<file path="src/rtl/decode_sequencer.sv">
// Top-level decode sequencer: walks UART reception, M2 and M1 decode stages,
// and arbitrates the single SRAM port between UART, M2, M1 and VGA.
module decode_sequencer #(
    parameter logic [25:0] UART_TIMEOUT = 26'd49999999,
    parameter logic [25:0] STAGE_LIMIT  = 26'd60000000
) (
    input  logic        CLOCK_50_I,
    input  logic        reset,
    input  logic        uart_rx_i,
    input  logic        uart_we_n,
    input  logic [17:0] uart_addr,
    input  logic [15:0] uart_wdata,
    input  logic        m2_done,
    input  logic        m1_done,
    input  logic        m2_we_n,
    input  logic [17:0] m2_addr,
    input  logic [15:0] m2_wdata,
    input  logic        m1_we_n,
    input  logic [17:0] m1_addr,
    input  logic [15:0] m1_wdata,
    input  logic [17:0] vga_addr,
    output logic        uart_init,
    output logic        uart_enable,
    output logic        m2_start,
    output logic        m1_start,
    output logic        vga_enable,
    output logic        sram_we_n,
    output logic [17:0] sram_addr,
    output logic [15:0] sram_wdata,
    output logic [3:0]  owner,
    output logic        busy,
    output logic        stage_error
);

    typedef enum logic [1:0] {
        IDLE    = 2'd0,
        UART_RX = 2'd1,
        M2      = 2'd2,
        M1      = 2'd3
    } state_t;

    state_t      state_r, state_s;
    logic [25:0] timer_r, timer_s;
    logic        uart_init_r, uart_init_s;
    logic        uart_enable_r, uart_enable_s;
    logic        m2_start_r, m2_start_s;
    logic        m1_start_r, m1_start_s;
    logic        vga_enable_r, vga_enable_s;
    logic        stage_error_r, stage_error_s;

    // Owner bits are ordered {M1, M2, UART, VGA}; VGA owns the port whenever idle.
    function automatic logic [3:0] owner_of(input state_t st);
        logic [3:0] result;
        case (st)
            IDLE:    result = 4'b0001;
            UART_RX: result = 4'b0010;
            M2:      result = 4'b0100;
            M1:      result = 4'b1000;
            default: result = 4'b0001;
        endcase
        return result;
    endfunction

    // Next-state, timer and registered control-output computation.
    always_comb begin
        state_s       = state_r;
        timer_s       = timer_r;
        uart_init_s   = 1'b0;
        uart_enable_s = 1'b0;
        m2_start_s    = m2_start_r;
        m1_start_s    = m1_start_r;
        vga_enable_s  = vga_enable_r;
        stage_error_s = stage_error_r;
        case (state_r)
            IDLE: begin
                if (uart_rx_i == 1'b0) begin
                    state_s       = UART_RX;
                    uart_init_s   = 1'b1;
                    timer_s       = 26'd0;
                    vga_enable_s  = 1'b0;
                    stage_error_s = 1'b0;
                end else begin
                    vga_enable_s  = 1'b1;
                    m2_start_s    = 1'b0;
                    m1_start_s    = 1'b0;
                end
            end
            UART_RX: begin
                // The enable pulse trails the init pulse by exactly one cycle.
                uart_enable_s = uart_init_r;
                if (timer_r == UART_TIMEOUT) begin
                    state_s    = M2;
                    timer_s    = 26'd0;
                    m2_start_s = 1'b1;
                end else if (uart_we_n == 1'b0) begin
                    timer_s = 26'd0;
                end else begin
                    timer_s = timer_r + 26'd1;
                end
            end
            M2: begin
                // Completion is tested before the abort limit so done wins a tie.
                if (m2_done == 1'b1) begin
                    state_s    = M1;
                    timer_s    = 26'd0;
                    m2_start_s = 1'b0;
                    m1_start_s = 1'b1;
                end else if (timer_r == STAGE_LIMIT) begin
                    state_s       = IDLE;
                    timer_s       = 26'd0;
                    m2_start_s    = 1'b0;
                    m1_start_s    = 1'b0;
                    vga_enable_s  = 1'b1;
                    stage_error_s = 1'b1;
                end else begin
                    timer_s = timer_r + 26'd1;
                end
            end
            M1: begin
                if (m1_done == 1'b1) begin
                    state_s      = IDLE;
                    timer_s      = 26'd0;
                    m1_start_s   = 1'b0;
                    vga_enable_s = 1'b1;
                end else if (timer_r == STAGE_LIMIT) begin
                    state_s       = IDLE;
                    timer_s       = 26'd0;
                    m2_start_s    = 1'b0;
                    m1_start_s    = 1'b0;
                    vga_enable_s  = 1'b1;
                    stage_error_s = 1'b1;
                end else begin
                    timer_s = timer_r + 26'd1;
                end
            end
            default: begin
                state_s       = IDLE;
                timer_s       = 26'd0;
                m2_start_s    = 1'b0;
                m1_start_s    = 1'b0;
                vga_enable_s  = 1'b1;
            end
        endcase
    end

    // State, timer and control-output registers with synchronous reset.
    always_ff @(posedge CLOCK_50_I) begin
        if (reset) begin
            state_r       <= IDLE;
            timer_r       <= 26'd0;
            uart_init_r   <= 1'b0;
            uart_enable_r <= 1'b0;
            m2_start_r    <= 1'b0;
            m1_start_r    <= 1'b0;
            vga_enable_r  <= 1'b1;
            stage_error_r <= 1'b0;
        end else begin
            state_r       <= state_s;
            timer_r       <= timer_s;
            uart_init_r   <= uart_init_s;
            uart_enable_r <= uart_enable_s;
            m2_start_r    <= m2_start_s;
            m1_start_r    <= m1_start_s;
            vga_enable_r  <= vga_enable_s;
            stage_error_r <= stage_error_s;
        end
    end

    // SRAM port mux keyed on the registered state; VGA never gets a write strobe.
    always_comb begin
        sram_we_n  = 1'b1;
        sram_addr  = vga_addr;
        sram_wdata = 16'd0;
        case (state_r)
            IDLE: begin
                sram_we_n  = 1'b1;
                sram_addr  = vga_addr;
                sram_wdata = 16'd0;
            end
            UART_RX: begin
                sram_we_n  = uart_we_n;
                sram_addr  = uart_addr;
                sram_wdata = uart_wdata;
            end
            M2: begin
                sram_we_n  = m2_we_n;
                sram_addr  = m2_addr;
                sram_wdata = m2_wdata;
            end
            M1: begin
                sram_we_n  = m1_we_n;
                sram_addr  = m1_addr;
                sram_wdata = m1_wdata;
            end
            default: begin
                sram_we_n  = 1'b1;
                sram_addr  = vga_addr;
                sram_wdata = 16'd0;
            end
        endcase
    end

    assign owner       = owner_of(state_r);
    assign busy        = (state_r != IDLE);
    assign uart_init   = uart_init_r;
    assign uart_enable = uart_enable_r;
    assign m2_start    = m2_start_r;
    assign m1_start    = m1_start_r;
    assign vga_enable  = vga_enable_r;
    assign stage_error = stage_error_r;

endmodule

</file>
<file path="config.mk">
export PLATFORM = sky130hd
export DESIGN_NAME = decode_sequencer
export DESIGN_NICKNAME = d
export VERILOG_FILES = /design/src/rtl/decode_sequencer.sv
export SDC_FILE = /design/constraint.sdc
export NUM_CORES = 1
export LEC_CHECK = 0
export BUFFER_PORTS_ARGS = -buffer_cell sky130_fd_sc_hd__buf_2
export CORE_ASPECT_RATIO = 1.1
export CORE_MARGIN = 2
export CORE_UTILIZATION = 48
export CTS_CLUSTER_SIZE = 24
export DETAILED_ROUTE_END_ITERATION = 7
export PLACE_DENSITY = 0.9
export SYNTH_ARGS = -nofsm -noshare
export SYNTH_HDL_FRONTEND = slang
export SYNTH_SLANG_ARGS = --single-unit
</file>
<file path="constraint.sdc">
create_clock -name CLOCK_50_I -period 3.35 [get_ports CLOCK_50_I]
set_input_delay 0.335 -clock CLOCK_50_I [delete_from_list [all_inputs] [get_ports CLOCK_50_I]]
set_output_delay 0.335 -clock CLOCK_50_I [all_outputs]
set_load 0.005 [all_outputs]
</file>
==> flow_metrics.tcl, run 1 <==
set metrics [dict create \
    syn_to_final_growth_pct 33.1 \
    tns_ns 0 \
    detail_route.first_pass.iterations 7 \
    fin_skew_ns 0.00847 \
    start_kind "register" \
    root_buffer "clkbuf_8" \
    crit_path_end_kind "primary output" \
    overflow 0 \
    synthesis.area_sq_mm 0.00291 \
    synth_area_leaders "dfxtp_1, mux4_2, nand2_1" \
    dpl_cell_area_sq_mm 0.00378 \
    ys.flop_type "dfxtp_1" \
    critical_path_class "register to primary output" \
    grt_pass1_vias 3349 \
    antenna_found_initial 2 \
    antenna_left 0 \
    seq_area_sq_um 682 \
    via_per_inst 6.34 \
    syn-num-nets 489 \
    reg2reg_setup_slack_ns 1.00 \
    grt_max_degree 29 \
    drive_gt1_share_pct 42.6 \
    place_inst 583 \
    layout.nets 643 \
    synth-seq-cells 34 \
    num_rows 29 \
    io_pins 174 \
    yosys.cell_count.top_type "nand2_1" \
    coreArea_sq_mm 0.00581 \
    yosysTopAreaCellShare_pct 23.4 \
    design.die.area_sq_mm 0.00670 \
    rsz0062_at_grt "no" \
    cp_max_fo 21 \
    finalSetupViolCount 0 \
    powerDensity_mw_per_mm2 257 \
    drt_iter0_markers 555 \
    final_cells 592 \
    finalCritPeriodShare_pct 79.4 \
    post_cts_resized 0 \
    hold_viol 0 \
    clock_path_buffers 2 \
    drv_slew 0 \
    clock-sinks 34 \
    synth_commonest_cells "nand2_1, dfxtp_1, clkbuf_1" \
    die_w_um 78.2 \
    yosysWarnings 0 \
    finalWirelength_um 11600 \
    relSlewSlack_pct 50.2 \
    synth_cells 359 \
    die_y_um 85.6 \
    design_area_sq_mm 0.00387 \
    synth.largest_area_cell "dfxtp_1" \
    htreeDepth 2 \
    grt_use_total_pct 33.3 \
    dp_hpwl_um 8930 \
    cp_data_required_time_ns 3.01 \
    async_flop_share_pct 0 \
    grt_first_pass_wirelength_um 17400 \
    cts_setup_buffers 0 \
    timing.fmax_mhz 376 \
    multi_input_area_sq_mm 0.00202 \
    postSynthAreaPerCell_sq_um 8.10 \
    p_leak_nw 1.72 \
    cts_hold_buf 0 \
    cts_buffers 5 \
    synth.distinct_cells 54 \
    io_buffers 173 \
    clk_pin_slew_ns 0.08 \
    outcome "completed" \
    synth_edf_count 0 \
    cp.arrival_ns 2.32 \
    fin_crit_ns 2.66 \
    ys_seq_area_share_pct 23.4 \
    start_util_pct 50.1 \
    nFillCells 485 \
    gp_congestion 0.992 \
    drc_errors 0 \
    clock_latency_ns 0.30 \
    irDropWorstVdd_v 0.000197 \
    power.total_mw 0.993 \
    hold_path.class "primary input to register" \
    tightest_slew_ns 0.746 \
    wl_per_cell_um 19.6 \
    vias 3756 \
    cts_tree "done" \
    max_cap_viol_count 0 \
    final_core_utilization_pct 66.7 \
]
## cell families (layout without fill, tap and decap cells)
| group | Yosys count | count (layout) | share of synthesized area (%) |
|---|---|---|---|
| and+or+nand+nor | 157 | 157 | 28.3 |
| xor gates and xnor gates | 2 | 2 | 0.603 |
| buffers and inverters | 48 | 203 | 7.10 |
| muxes | 35 | 35 | 19.8 |
| AOI/OAI and AO/OA | 81 | 81 | 19.9 |
| DFF | 34 | 34 | 23.4 |
| adders and majority gates | 2 | 2 | 0.860 |
| other | 0 | 1 | 0 |
## state kept, by name (all words and copies together), names as in the netlist
signal and count:
state_r 2, vga_enable 1, timer_r 26, m1_start 1
uart_init 1, uart_enable 1, stage_error 1, m2_start 1
## per-stage QoR
step                      hold slack, ns  setup WS, ns
after floorplan                    0.413          1.35
after global placement             0.477          1.15
after detailed placement           0.482          1.05
after CTS                          0.329         0.774
after global routing               0.346         0.656
final                              0.334         0.691
## per-layer routing
metal	GRT usage, %	up-vias	routed length, um
met1	40.5	1722	4090
li1	-	1652	-
met3	12.0	61	1650
met4	12.8	2	484
met2	54.2	319	5370
met5	0	-	11
## final timing paths
| check | start | cells past startpoint | to |
|---|---|---|---|
| min reg2reg | m1_start | 2 | m1_start |
| min | m2_done | 3 | m1_start |
| max reg2reg | timer_r[0] | 8 | timer_r[23] |
| max | state_r[1] | 4 | sram_wdata[15] |
## where the power goes
part | leakage, nW | internal (mW) | switching, mW
Combinational | 1.40 | 0.133 | 0.122
Sequential | 0.275 | 0.408 | 0.00701
Clock | 0.0482 | 0.166 | 0.157
## cell usage in the layout (no fill, tap or decap), types with 2 or more instances in the layout
cell	Yosys	final
o22ai_1	4	4
ha_1	2	2
and3_1	2	2
buf_2	3	173
nor2b_1	5	5
inv_1	14	14
mux2i_1	17	17
and2_1	7	7
nand2_1	69	69
nand3_1	8	8
clkbuf_8	0	6
nor3_1	7	7
nand4_1	11	11
buf_4	0	8
o21ai_0	19	19
or4_1	2	2
o211ai_1	7	7
o21ai_1	2	2
nor4_4	2	2
o31a_1	7	7
dfxtp_1	34	33
a21oi_1	9	9
o221ai_1	14	14
and4_1	5	5
mux4_2	18	18
xnor2_1	2	2
o21a_1	3	3
nor2_1	18	18
nor4_1	10	10
a22oi_1	3	3
a211oi_1	2	2
## critical path: stages (launching register included)
cell and delay, ns:
dfxtp_1 0.72, buf_4 0.33, inv_1 0.28, o21ai_0 0.50, buf_2 0.21
## final cells by class
class / count / area share, %
Multi-Input combinational cell: 277 / 52.2
Timing Repair Buffer: 181 / 23.9
Sequential cell: 34 / 17.6
Tap cell: 77 / 2.49
Clock buffer: 7 / 2.23
Inverter: 14 / 1.36
Clock inverter: 1 / 0.129
Antenna cell: 1 / 0.0646
Power figures use the tool's default switching activity.
==> run 2: changes to the inputs <==
ABC_AREA = 1   (was unset)
CORE_UTILIZATION = 46   (was 48)
PLACE_DENSITY = 0.85   (was 0.9)
clock period = 2.6 ns   (was 3.35 ns; I/O delays follow)
==> flow_metrics.tcl, run 2 <==
set metrics [dict create \
    outcome "completed" \
    cts_setup_buffers 0 \
    wl_per_cell_um 14.7 \
    yosys.cell_count.top_type "nand2_1" \
    dp_hpwl_um 10100 \
    clock-sinks 34 \
    cp_max_fo 26 \
    hold_slack_ns 0.263 \
    cts_buffers 5 \
    antenna_found_initial 0 \
    p_leak_nw 2.14 \
    final_common_cell "nand2_1" \
    cp_cell_sequence "inv_1 -> nand2_1 -> inv_1 -> buf_12 -> nand2_1 -> nand4_1 -> buf_2" \
    tns_ns 0 \
    reg_top3 "timer_r x26, state_r x2" \
    max_cap_viol_count 0 \
    finalSetupViolCount 0 \
    synth.largest_area_cell "nand2_1" \
    ys_seq_area_share_pct 21.4 \
    start_util_pct 47.9 \
    clock_path_buffers 2 \
    layout.nets 905 \
    vias 4462 \
    synth_edf_count 0 \
    relSlewSlack_pct 65.8 \
    final_core_utilization_pct 63.1 \
    hold_viol 0 \
    syn_to_final_growth_pct 31.9 \
    synth_area_leaders "nand2_1, dfxtp_1, nor2_1" \
    drv_slew 0 \
    ys.flop_type "dfxtp_1" \
    largest_reg_flops 26 \
    irDropWorstVdd_v 0.000217 \
    synthesis.area_sq_mm 0.00317 \
    overflow 0 \
    timing.fmax_mhz 479 \
    grt_use_total_pct 33.1 \
    syn-num-nets 744 \
    cp.arrival_ns 1.83 \
    drt_iter0_markers 352 \
    tightest_slew_ns 0.513 \
    yosysTopAreaCellShare_pct 33.5 \
    fin_skew_ns 0.00543 \
    num_rows 31 \
    crit_path_end_kind "primary output" \
    synth_commonest_cells "nand2_1, nor2_1, inv_1" \
    clock_latency_ns 0.30 \
    nFillCells 708 \
    powerDensity_mw_per_mm2 375 \
    critical_path_class "register to primary output" \
    coreArea_sq_mm 0.00663 \
    io_pins 174 \
    fin_crit_ns 2.09 \
    cts_tree "done" \
    die_w_um 83.2 \
    antenna_left 0 \
    async_flop_share_pct 0 \
    hold_path.class "primary input to register" \
    start_kind "register" \
    clk_pin_slew_ns 0.07 \
    cp_top_family "buffers and inverters" \
    htreeDepth 2 \
    slowest_stage "inv_1" \
    cts_hold_buf 0 \
    design.die.area_sq_mm 0.00758 \
    grt_max_degree 27 \
    regMostFlops "timer_r" \
    via_per_inst 5.20 \
    die_y_um 91.1 \
    root_buffer "clkbuf_8" \
    synth_cells 614 \
    grt_pass1_vias 4128 \
    synth.distinct_cells 25 \
    rsz0062_at_grt "no" \
    postSynthAreaPerCell_sq_um 5.17 \
    most-common-layout-cells "nand2_1, buf_2, nor2_1, inv_1, nand3_1" \
    crit_path_max_incr_delay_ns 0.39 \
    yosysWarnings 0 \
    post_cts_resized 0 \
    finalCritPeriodShare_pct 80.3 \
    grt_first_pass_wirelength_um 20300 \
    detail_route.first_pass.iterations 6 \
    synth-seq-cells 34 \
    antenna_cells 0 \
    drc_errors 0 \
    critPathBufInv 4 \
    io_buffers 173 \
    cp_data_required_time_ns 2.34 \
    drive_gt1_share_pct 26.2 \
    power.total_mw 1.57 \
    gp_congestion 1.08 \
    finalWirelength_um 12600 \
]
-- run 2: cell count changes after synthesis, sizes merged, moves of 17 or more --
cell   delta
inv      +53
a21oi    +17
mux2i    -17
nor2     +61
nand2   +222
nand3    +31
mux4     -18
-- run 2: worst register-to-register path: cells and delay by family, from the launching register on --
| family | cells | cell delay [ns] |
|---|---|---|
| AND/OR/NAND/NOR | 8 | 0.93 |
| flip-flops | 1 | 0.45 |
| adder cells (fa/ha/maj) | 1 | 0.31 |
| AO/OA/AOI/OAI | 1 | 0.07 |
-- run 2: logic make-up after synthesis --
family | share of synthesized area, %
xor gates and xnor gates | 3.04
and+or+nand+nor | 57.2
buffers and inverters | 11.7
DFF | 21.4
AOI/OAI and AO/OA | 5.87
adders and majority gates | 0.788
-- run 2: routing by layer --
metal	track usage (%)	vias up	part of all wire, %
met3	5.82	51	7.7
met2	56.0	240	47
met1	40.4	1956	40
met5	0	-	0
li1	-	2215	-
met4	15.7	0	4.9
-- run 2: report_power, final --
| group | switching, mW | internal [mW] |
|---|---|---|
| clock | 0.222 | 0.213 |
| combinational | 0.340 | 0.249 |
| sequential | 0.0128 | 0.534 |
-- run 2: layout make-up --
| cell class | count | area [sq um] | share of cell area [%] |
|---|---|---|---|
| Tap cell | 82 | 103 | 2.45 |
| Sequential cell | 34 | 681 | 16.3 |
| Timing Repair Buffer | 178 | 928 | 22.2 |
| Multi-Input combinational cell | 488 | 2130 | 50.8 |
| Clock inverter | 2 | 12.5 | 0.299 |
| Clock buffer | 6 | 82.6 | 1.97 |
| Inverter | 68 | 255 | 6.10 |
-- run 2: through the flow --
stage	instances	instance area, sq um	worst slack (ns)
after detailed placement	850	4090	0.742
final	858	4190	0.511
after CTS	858	4190	0.537
after global routing	858	4190	0.351
after floorplan	614	3170	0.997
after global placement	850	4090	0.826
-- run 2: final timing paths --
| path | from | to | slack, ns | cells after the start |
|---|---|---|---|---|
| min | uart_rx_i | stage_error | 0.26 | 3 |
| max reg2reg | timer_r[0] | timer_r[24] | 0.73 | 10 |
| max | state_r[1] | sram_addr[16] | 0.51 | 7 |
| min reg2reg | uart_init | uart_enable | 0.45 | 2 |
==> run 3: changes to the inputs <==
CORE_UTILIZATION = 41   (was 46)
PLACE_DENSITY = 0.81   (was 0.85)
clock period = 1.7 ns   (was 2.6 ns; I/O delays follow)
==> flow_metrics.tcl, run 3 (synthesis results as in run 2) <==
set metrics [dict create \
    overflow 0 \
    design_area_sq_mm 0.00454 \
    drc_errors 0 \
    grt_max_degree 34 \
    io_pins 174 \
    wl_per_cell_um 14.3 \
    start_kind "register" \
    via_per_inst 4.96 \
    most-common-layout-cells "nand2_1, buf_2, nor2_1, inv_1, nand3_1" \
    clock-sinks 34 \
    grt_use_total_pct 30.7 \
    io_buffers 173 \
    coreArea_sq_mm 0.00747 \
    finalWirelength_um 13000 \
    antenna_found_initial 3 \
    finalCritPeriodShare_pct 98.2 \
    reg_top3 "timer_r x26, state_r x2" \
    rsz0062_at_grt "no" \
    tns_ns 0 \
    irDropWorstVdd_v 0.000350 \
    clk_pin_slew_ns 0.08 \
    die_y_um 96.3 \
    drt_iter0_markers 279 \
    cp_cell_sequence "inv_2 -> nand2_4 -> inv_4 -> buf_12 -> nand2_1 -> nand4_1 -> buf_2" \
    num_rows 33 \
    clock_path_buffers 2 \
    hold_path.class "primary input to register" \
    fin_crit_ns 1.67 \
    tightest_slew_ns 0.461 \
    cp.arrival_ns 1.50 \
    largest_reg_flops 26 \
    grt_first_pass_wirelength_um 20100 \
    clock_latency_ns 0.30 \
    powerDensity_mw_per_mm2 578 \
    htreeDepth 2 \
    crit_path_end_kind "primary output" \
    root_buffer "clkbuf_8" \
    grt_pass1_vias 4218 \
    critical_path_class "register to primary output" \
    drive_gt1_share_pct 30.5 \
    die_w_um 87.9 \
    drv_slew 0 \
    syn_to_final_growth_pct 42.9 \
    outcome "completed" \
    cts_tree "done" \
    hold_slack_ns 0.182 \
    vias 4508 \
    crit_path_max_incr_delay_ns 0.38 \
    max_cap_viol_count 0 \
    regMostFlops "timer_r" \
    relSlewSlack_pct 69.2 \
    design.die.area_sq_mm 0.00846 \
    final_common_cell "nand2_1" \
    start_util_pct 42.5 \
    setup_ws_ns 0.0314 \
    detail_route.first_pass.iterations 5 \
    dp_hpwl_um 10500 \
    layout.nets 929 \
    dpl_cell_area_sq_mm 0.00429 \
    p_leak_nw 2.29 \
    cp_data_required_time_ns 1.53 \
    post-place-ws_ns 0.0747 \
    final_core_utilization_pct 60.7 \
    fin_skew_ns 0.00784 \
    hold_viol 0 \
    gp_congestion 1.06 \
    cp_max_fo 14 \
    timing.fmax_mhz 599 \
    slowest_stage "dfxtp_4" \
    cts_buffers 5 \
    antenna_left 0 \
    finalSetupViolCount 0 \
]
## run 3: changes by cell type in the layout (fill, tap and decap cells not counted), moves of 3 or more
cell,change
dfxtp_1,-7
inv_1,-3
diode_2,+3
nor2_1,-4
dfxtp_2,+5
buf_4,+19
## run 3: path summary, 6_finish.rpt
check / startpoint / slack [ns] / end / depth (start not counted)
worst max register to register: timer_r[0] / 0.14 / timer_r[0] / 10
worst min-delay path: uart_rx_i / 0.18 / uart_init / 4
worst min register to register: uart_init / 0.44 / uart_enable / 2
worst max-delay path: state_r[1] / 0.03 / sram_addr[0] / 7
## run 3: repair_timing
action | 4_1_cts | 5_1_grt
hold endpoints to repair | 0 | 0
pin swaps | 0 | 2
setup endpoints to repair | 11 | 51
setup buffers | 0 | 0
hold buffers | 0 | 0
resized for setup | 7 | 23
cloned | 0 | 2
## run 3: critical path, delay by kind of cell (launching register included)
kind / cells / cell delay, ns
buf+inv: 4 / 0.45
flops: 1 / 0.38
simple gates: 3 / 0.34
## run 3: metal layers
metal,vias to the layer above,GRT usage (%),share of wire (%)
met5,-,0,0
met3,38,6.00,8.3
met2,207,52.7,48
met4,0,12.4,4.3
li1,2267,-,-
met1,1996,37.3,40
## run 3: report_power, final
part           total, mW  internal, mW  switching [mW]
Sequential         0.843         0.819          0.0233
Combinational       1.00         0.440           0.560
Clock              0.779         0.436           0.343
Total               2.62          1.70           0.926
## run 3: area by class of cell
| type | count | area [sq um] |
|---|---|---|
| fill | 787 | 2940 |
| multi-input combinational | 488 | 2170 |
| timing repair buffer | 202 | 1160 |
| sequential | 34 | 694 |
| inverter | 68 | 258 |
| tap | 105 | 131 |
| clock buffer | 5 | 68.8 |
| clock inverter | 3 | 45.0 |
| antenna | 3 | 7.51 |
## run 3: per-stage QoR
step / cells / total power, mW
2_1_floorplan: 614 / 1.30
5_1_grt: 908 / 2.76
3_3_place_gp: 895 / 1.77
3_5_place_dp: 895 / 1.78
6_report: 908 / 2.62
4_1_cts: 903 / 2.57
